==> config.mk <==
export PLATFORM = sky130hd
export DESIGN_NAME = i2s_rx_master_flat
export DESIGN_NICKNAME = d
export VERILOG_FILES = /design/src/rtl/i2s_rx_master_if.sv /design/src/rtl/i2s_rx_master.sv /design/src/flat_wrapper.sv
export SDC_FILE = /design/constraint.sdc
export NUM_CORES = 1
export LEC_CHECK = 0
export BUFFER_PORTS_ARGS = -buffer_cell sky130_fd_sc_hd__buf_4
export CAP_MARGIN = 10
export CORE_MARGIN = 2
export CORE_UTILIZATION = 51
export DETAILED_ROUTE_END_ITERATION = 10
export PLACE_DENSITY_LB_ADDON = 0.3
export SKIP_CTS_REPAIR_TIMING = 1
export SLEW_MARGIN = 20
export SYNTH_ARGS = -nofsm -noshare
export SYNTH_HDL_FRONTEND = slang
export SYNTH_SLANG_ARGS = --single-unit
==> constraint.sdc <==
create_clock -name mclk_in -period 3 [get_ports mclk_in]
set_input_delay 0 -clock mclk_in [delete_from_list [all_inputs] [get_ports mclk_in]]
set_output_delay 0 -clock mclk_in [all_outputs]
set_load 0.005 [all_outputs]
==> src/rtl/i2s_rx_master_if.sv <==
// Bus bundle for the I2S master receiver: run control, I2S pins and the
// sample-pair valid/ready output port.
interface i2s_rx_master_if #(
  parameter int WIDTH = 24
);
  logic             enable;
  logic             I2S_bclk_out;
  logic             I2S_wclk_out;
  logic             I2S_din0;
  logic [WIDTH-1:0] left_data;
  logic [WIDTH-1:0] right_data;
  logic             sample_valid;
  logic             sample_ready;
  logic             overrun;

  // Handshake: a pair transfers on every mclk edge where sample_valid and
  // sample_ready are both 1; while valid is high and no new pair lands,
  // left_data/right_data hold stable.
  modport master (
    input  enable, I2S_din0, sample_ready,
    output I2S_bclk_out, I2S_wclk_out, left_data, right_data, sample_valid, overrun
  );

  modport slave (
    output enable, I2S_din0, sample_ready,
    input  I2S_bclk_out, I2S_wclk_out, left_data, right_data, sample_valid, overrun
  );
endinterface

==> src/rtl/i2s_rx_master.sv <==
// I2S master receiver: divides mclk into bclk/wclk, deserializes din into
// left/right sample pairs and presents them on a valid/ready port.
module i2s_rx_master #(
  parameter int WIDTH     = 24,
  parameter int SLOT_BITS = 32,
  parameter int BCLK_HALF = 4
) (
  input logic              mclk_in,
  input logic              rst,
  i2s_rx_master_if.master  bus
);
  localparam int FRAME = 2 * SLOT_BITS;
  localparam int CW    = $clog2(FRAME);
  localparam int DW    = (BCLK_HALF > 1) ? $clog2(BCLK_HALF) : 1;

  logic [DW-1:0]    div;
  logic             bclk;
  logic             wclk;
  logic [CW-1:0]    bit_cnt;
  logic [CW-1:0]    next_cnt;
  logic [CW-1:0]    pos;
  logic [WIDTH-1:0] shift;
  logic [WIDTH-1:0] shift_next;
  logic [WIDTH-1:0] left_hold;
  logic             pend;
  logic             tick;
  logic             rise_ev;
  logic             capture;
  logic             last_bit;

  assign tick       = bus.enable && (div == DW'(BCLK_HALF - 1));
  assign rise_ev    = tick && !bclk;
  assign next_cnt   = (bit_cnt == CW'(FRAME - 1)) ? '0 : bit_cnt + 1'b1;
  // wclk always tracks bit_cnt >= SLOT_BITS, so it doubles as the slot select.
  assign pos        = wclk ? (bit_cnt - CW'(SLOT_BITS)) : bit_cnt;
  assign capture    = rise_ev && (pos != '0) && (pos <= CW'(WIDTH));
  assign last_bit   = rise_ev && (pos == CW'(WIDTH));
  assign shift_next = {shift[WIDTH-2:0], bus.I2S_din0};

  assign bus.I2S_bclk_out = bclk;
  assign bus.I2S_wclk_out = wclk;

  always_ff @(posedge mclk_in or posedge rst) begin
    if (rst) begin
      div       <= '0;
      bclk      <= 1'b0;
      wclk      <= 1'b0;
      bit_cnt   <= '0;
      shift     <= '0;
      left_hold <= '0;
      pend      <= 1'b0;
    end else begin
      pend <= last_bit && wclk;
      if (!bus.enable) begin
        div     <= '0;
        bclk    <= 1'b0;
        wclk    <= 1'b0;
        bit_cnt <= '0;
        shift   <= '0;
      end else begin
        if (tick) begin
          div  <= '0;
          bclk <= !bclk;
          if (bclk) begin
            bit_cnt <= next_cnt;
            wclk    <= (next_cnt >= CW'(SLOT_BITS));
          end
        end else begin
          div <= div + 1'b1;
        end
        if (capture) shift <= shift_next;
        if (last_bit && !wclk) left_hold <= shift_next;
      end
    end
  end

  // Output stage stays live while disabled so a held pair can still drain.
  always_ff @(posedge mclk_in or posedge rst) begin
    if (rst) begin
      bus.left_data    <= '0;
      bus.right_data   <= '0;
      bus.sample_valid <= 1'b0;
      bus.overrun      <= 1'b0;
    end else begin
      bus.sample_valid <= pend || (bus.sample_valid && !bus.sample_ready);
      if (pend) begin
        bus.left_data  <= left_hold;
        bus.right_data <= shift;
        if (bus.sample_valid && !bus.sample_ready) bus.overrun <= 1'b1;
      end
    end
  end
endmodule
==> src/flat_wrapper.sv <==
// flat-port wrapper written by rule: the top's interface ports become plain ports
module i2s_rx_master_flat 
#(
  parameter int WIDTH     = 24,
  parameter int SLOT_BITS = 32,
  parameter int BCLK_HALF = 4
)
  (mclk_in, rst, bus_enable, bus_I2S_din0, bus_sample_ready, bus_I2S_bclk_out, bus_I2S_wclk_out, bus_left_data, bus_right_data, bus_sample_valid, bus_overrun);
  i2s_rx_master_if #(.WIDTH(WIDTH)) bus_i ();
  input logic mclk_in;
  input logic rst;
  input wire logic [$bits(bus_i.enable)-1:0] bus_enable;
  input wire logic [$bits(bus_i.I2S_din0)-1:0] bus_I2S_din0;
  input wire logic [$bits(bus_i.sample_ready)-1:0] bus_sample_ready;
  output wire logic [$bits(bus_i.I2S_bclk_out)-1:0] bus_I2S_bclk_out;
  output wire logic [$bits(bus_i.I2S_wclk_out)-1:0] bus_I2S_wclk_out;
  output wire logic [$bits(bus_i.left_data)-1:0] bus_left_data;
  output wire logic [$bits(bus_i.right_data)-1:0] bus_right_data;
  output wire logic [$bits(bus_i.sample_valid)-1:0] bus_sample_valid;
  output wire logic [$bits(bus_i.overrun)-1:0] bus_overrun;
  assign bus_i.enable = bus_enable;
  assign bus_i.I2S_din0 = bus_I2S_din0;
  assign bus_i.sample_ready = bus_sample_ready;
  assign bus_I2S_bclk_out = bus_i.I2S_bclk_out;
  assign bus_I2S_wclk_out = bus_i.I2S_wclk_out;
  assign bus_left_data = bus_i.left_data;
  assign bus_right_data = bus_i.right_data;
  assign bus_sample_valid = bus_i.sample_valid;
  assign bus_overrun = bus_i.overrun;
  i2s_rx_master #(.WIDTH(WIDTH), .SLOT_BITS(SLOT_BITS), .BCLK_HALF(BCLK_HALF)) u_core (.mclk_in(mclk_in), .rst(rst), .bus(bus_i));
endmodule
==> metrics.cfg, run 1 <==
[run_status]
outcome=finished, final reports clean

[logic_synthesis]
yosysSeqAreaShare_pct=63.06
synth_cells=301
async_flop_share_pct=100.0
yosysMostFrequentCell=dfrtp_1
synthTopCellsByArea=dfrtp_1, mux2_2, mux2i_1, nand2_1, buf_6
synth_top_area_share_pct=63.06
syn_avg_cell_area_um2=14.37
yosysUniqueCellTypes=36
synth_warnings=0
synth_edf_count=0
netlist_area_um2=4325
synth_ff_type=dfrtp_1
synth_common_cells=dfrtp_1, mux2_2, nand2_1, mux2i_1, nor2_1
syn_nets=309
synth-seq-cells=109
yosys.area.top_type=dfrtp_1

[timing]
setup_viol=0
drv_slew=0
finClkSkew_ns=0.008442
hold_ws_ns=0.02493
layout_min_cycle_time_ns=2.043
rsz0062_at_grt=false
hold_viol_final=0
slew_headroom_pct=47.57
setup_tns_ns=0
max_freq_mhz=489.5
tightest_slew_ns=0.7864
period_share_pct=68.09

[power_and_ir_drop]
leakage_nw=2.727
p_comb_share_pct=2.4
max-vdd-ir-drop_uv=238.7
power_switching_uw=545.9
pwr-share-clk_pct=37.9
powerDensity_nw_per_um2=488.7
power_frac_seq_pct=59.7
internal_power_mw=1.931
netSwitchingFraction_pct=22.04

[routing]
viasPerCell=5.216
wl_um=7213
drtAntennaViolNets=0
drt_pass1_iterations=4
vias=2462
drtIter0Drc=100
drcViolationCount=0
wl_per_cell_um=15.28

[critical_path]
critPathMaxFanout=14
required_ns=3.29
critical_path_class=register to register
start_kind=register
critPathArrivalTime_ns=2.33
end_kind=register

[layout]
multi_input_area_um2=1458
syn_to_final_growth_pct=17.18
drive_gt1_share_pct=42.23
seq_area_um2=2729
fin_area_um2=5069
num-fill-cells=645
finalNetCount=370
diodes=0

[grt]
grt_pass1_vias=2469
track_usage_pct=17.35
antenna_found_initial=0
grt_pass1_wl_um=12130
grt_max_degree=66
grt_overflow=0

[placement]
gp_congestion=0.8499
hpwl_um=4852
numPortBuffers=56
placedInstanceArea_um2=4820

[die]
design.core.area_um2=8217
initial_utilization_pct=52.64
io_pins=57
dieArea_um2=9234
num_rows=33
die_h_um=96.10
die_x_um=96.10

[clock_network]
cts_root_buffer=clkbuf_8
cts_buffer_depth=2
worstSkewPairLatency_ns=0.37
htree_num_levels=3
clock_sinks=109
cts_tree=yes
cts.clk_slew.worst_paths_ns=0.10
numCtsBuffers=9

[hold_path]
min_path_type=input pin to register

[flow_run]
drv_cap=0

## power by group through the flow
stage               clock network (mW)  registers [mW]  logic [mW]
floorplan                            0            1.51      0.0401
global placement                     0            1.51      0.0578
detailed placement                   0            1.51      0.0592
CTS                              0.958            1.48      0.0593
global route                      1.02            1.48      0.0695
finish                           0.940            1.48      0.0594
## layer usage
layer	track usage (%)	routed length [um]	part of all wire (%)
met5	0	0	0
met4	6.429	107	1.5
met3	4.229	270	3.7
met2	27.66	3468	48
met1	23.17	3366	47
## worst max-delay path, cell delays in order, from the launching register on
cell and delay (ns):
dfrtp_1 0.42, inv_1 0.06, ha_1 0.18, nor2b_1 0.15, nor2_1 0.10, a211o_1 0.47, buf_4 0.36, mux2i_1 0.22
## placed cells by master (no fill, tap or decap), types with 2 or more instances in the layout
cell type,n
inv_1,5
buf_4,63
nand3_1,3
nor2_1,8
ha_1,3
xnor2_1,2
clkinv_4,3
dlygate4sd3_1,3
xor2_1,2
o21ai_0,2
mux2i_1,24
mux2_2,71
dfrtp_1,108
a31oi_1,3
clkbuf_8,11
nand2_1,32
a21oi_1,2
## sequential cells by signal, indices dropped and copies added, names as in the netlist
name,flops
u_core.div,2
u_core.left_hold,24
u_core.bus.overrun,1
u_core.shift,24
u_core.bus.I2S_wclk_out,1
u_core.bus.I2S_bclk_out,1
u_core.bus.left_data,24
u_core.bus.right_data,24
u_core.bus.sample_valid,1
u_core.pend,1
u_core.bit_cnt,6
## cells by family after synthesis
group	Yosys count	share of synthesized area [%]
muxes	96	24.30
AOI/OAI and AO/OA	12	1.852
adders and majority gates	3	0.8679
xor gates and xnor gates	4	0.8101
and+or+nand+nor	54	5.873
DFF	109	63.06
buffers and inverters	23	3.240
## through the flow
| step | cells | setup WS (ns) | utilization [%] | power (mW) |
|---|---|---|---|---|
| 6_report | 472 | 0.9572 | 61.69 | 2.477 |
| 2_1_floorplan | 301 | 0.1261 | - | 1.546 |
| 4_1_cts | 469 | 0.9575 | 61.32 | 2.495 |
| 3_5_place_dp | 453 | 0.9695 | 58.66 | 1.566 |
| 5_1_grt | 472 | 0.8089 | 61.69 | 2.570 |
| 3_3_place_gp | 453 | 1.071 | 58.66 | 1.564 |
## worst paths after layout
kind	start	endpoint	slack, ns	depth (start not counted)
worst max register to register	u_core.bit_cnt[0]$_DFFE_PP0P_	u_core.shift[16]$_DFFE_PP0P_	0.96	7
worst min-delay path	bus_enable	u_core.shift[23]$_DFFE_PP0P_	0.02	3
min in group asynchronous	rst	u_core.bus.left_data[10]$_DFFE_PP0P_	0.32	3
worst min register to register	u_core.div[0]$_DFF_PP0_	u_core.div[0]$_DFF_PP0_	0.43	1
max in group asynchronous	rst	u_core.shift[0]$_DFFE_PP0P_	1.86	4
worst max-delay path	u_core.bit_cnt[0]$_DFFE_PP0P_	u_core.shift[16]$_DFFE_PP0P_	0.96	7
## area by class of cell
class	count	share of cell area, %
Tap cell	105	2.592
Sequential cell	109	53.84
Timing Repair Buffer	66	9.923
Clock buffer	11	2.987
Multi-Input combinational cell	169	28.76
Clock inverter	5	1.333
Inverter	7	0.5678
Note: power is estimated with default switching activity, not from simulation.
==> run 2: changes to the inputs <==
- ABC_AREA: default -> 1
- CORE_UTILIZATION: 51 -> 55
- clock period: 3 -> 2 ns (I/O delays scaled with it)
==> run 2 against run 1 <==
Against the previous run:
- global-route usage rose by 5.4 points
- non-clock buffer count rose by 5
- first-iteration DRC count rose to 3.1 times the previous value
- via count rose by 48%
- clock power rose by 28%
- combinational power rose to 3.8 times the previous value
- final cell count rose by 52%
- critical path type unchanged
- critical endpoint is now u_core.shift[3]$_DFFE_PP0P_
==> metrics.cfg, run 2 <==
[run_status]
outcome=finished, final reports clean

[die]
design.core.area_um2=8175
dieArea_um2=9136
io_pins=57
die_h_um=95.59
die_x_um=95.59
num_rows=33
initial_utilization_pct=56.43

[logic_synthesis]
netlist_area_um2=4613
yosysMostFrequentCell=nand2_1
yosysUniqueCellTypes=25
yosysSeqAreaShare_pct=59.13
syn_avg_cell_area_um2=8.372
synth_top_area_share_pct=59.13
synth_common_cells=nand2_1, dfrtp_1, inv_1, o21ai_0, nand4_1
synthTopCellsByArea=dfrtp_1, nand2_1, nand4_1, inv_1, o21ai_0
async_flop_share_pct=100.0
yosys.area.top_type=dfrtp_1
syn_nets=559
synth_edf_count=0
synth_cells=551
synth_ff_type=dfrtp_1
synth-seq-cells=109
synth_warnings=0

[timing]
finClkSkew_ns=0.008750
setup_tns_ns=0
drv_slew=0
hold_viol_final=0
hold_ws_ns=0.05345
setup_ws_ns=0.3481
max_freq_mhz=605.4
rsz0062_at_grt=false
layout_min_cycle_time_ns=1.652
period_share_pct=82.59
setup_viol=0
slew_headroom_pct=64.21
tightest_slew_ns=0.5358

[grt]
grt_overflow=0
antenna_found_initial=0
track_usage_pct=22.76
grt_pass1_wl_um=16060
grt_pass1_vias=3468
grt_max_degree=46

[placement]
dp_cells=697
hpwl_um=6320
numPortBuffers=56
placedInstanceArea_um2=5154
dp_slack_ns=0.3522
gp_congestion=0.8707

[clock_network]
clock_sinks=109
htree_num_levels=3
cts_buffer_depth=2
numCtsBuffers=9
worstSkewPairLatency_ns=0.36
cts_root_buffer=clkbuf_8
cts_tree=yes
cts.clk_slew.worst_paths_ns=0.09

[layout]
final_cell_mix=nand2_1, dfrtp_1, buf_4
fin_util_pct=65.49
final_cells=716
final_common_cell=nand2_1
finalNetCount=614
fin_area_um2=5354
drive_gt1_share_pct=15.71
diodes=0
syn_to_final_growth_pct=16.06

[routing]
vias=3655
drtIter0Drc=311
drtAntennaViolNets=0
viasPerCell=5.105
drt_pass1_iterations=4
drcViolationCount=0
wl_per_cell_um=13.12
wl_um=9396

[critical_path]
critPathArrivalTime_ns=1.95
critPathMaxFanout=24
critical_path_class=register to register
required_ns=2.30
end_kind=register
start_kind=register

[flow_run]
drv_cap=0

[hold_path]
min_path_type=input pin to register

[power_and_ir_drop]
max-vdd-ir-drop_uv=339.2
leakage_nw=3.211
powerDensity_nw_per_um2=684.7
fin_total_pwr_mw=3.666

[run 2: logic make-up (layout without fill, tap and decap cells)]
family | after synthesis | in the layout | share of synthesized area (%)
and+or+nand+nor | 335 | 335 | 29.59
AOI/OAI and AO/OA | 37 | 37 | 4.394
DFF | 109 | 109 | 59.13
buffers and inverters | 67 | 127 | 6.075
adders and majority gates | 3 | 3 | 0.8138
[run 2: where the power goes]
part           internal [mW]  total (mW)  switching [mW]
logic                 0.0610       0.226           0.165
clock network          0.490        1.20           0.707
registers               2.22        2.24          0.0207
total                   2.77        3.67           0.893
[run 2: per-layer routing]
metal,vias to the layer above,part of all wire (%),track usage [%]
met5,-,0,0
met4,0,1.3,8.810
met3,10,5.6,3.874
met2,103,47,35.84
met1,1724,46,31.75
li1,1818,-,-
[run 2: path summary, 6_finish.rpt]
path                                          startpoint                                   end  slack (ns)  depth (start not counted)
min reg2reg                      u_core.div[0]$_DFF_PP0_               u_core.div[0]$_DFF_PP0_        0.44                          1
min                                           bus_enable               u_core.div[1]$_DFF_PP0_        0.05                          3
max reg2reg                u_core.bit_cnt[0]$_DFFE_PP0P_           u_core.shift[3]$_DFFE_PP0P_        0.35                          8
min in group asynchronous                            rst  u_core.bus.left_data[17]$_DFFE_PP0P_        0.23                          3
max                        u_core.bit_cnt[0]$_DFFE_PP0P_           u_core.shift[3]$_DFFE_PP0P_        0.35                          8
max in group asynchronous                            rst         u_core.bit_cnt[5]$_DFFE_PP0P_        1.18                          4
[run 2: area by class of cell]
type | count | area [um2]
fillers | 696 | 2821
flip-flops and latches | 109 | 2728
multi-input cells | 375 | 1605
repair buffers | 71 | 565.5
inverters | 40 | 153.9
clock buffers | 13 | 148.9
well taps | 105 | 131.4
clock inverters | 3 | 21.27
[run 2: critical path: stages, from the launching register on]
cell	delay, ns
dfrtp_1	0.42
inv_1	0.09
ha_1	0.16
nand2_2	0.10
nand2_1	0.10
o21ai_2	0.07
nor2_4	0.42
nand2_1	0.12
nand2_1	0.10
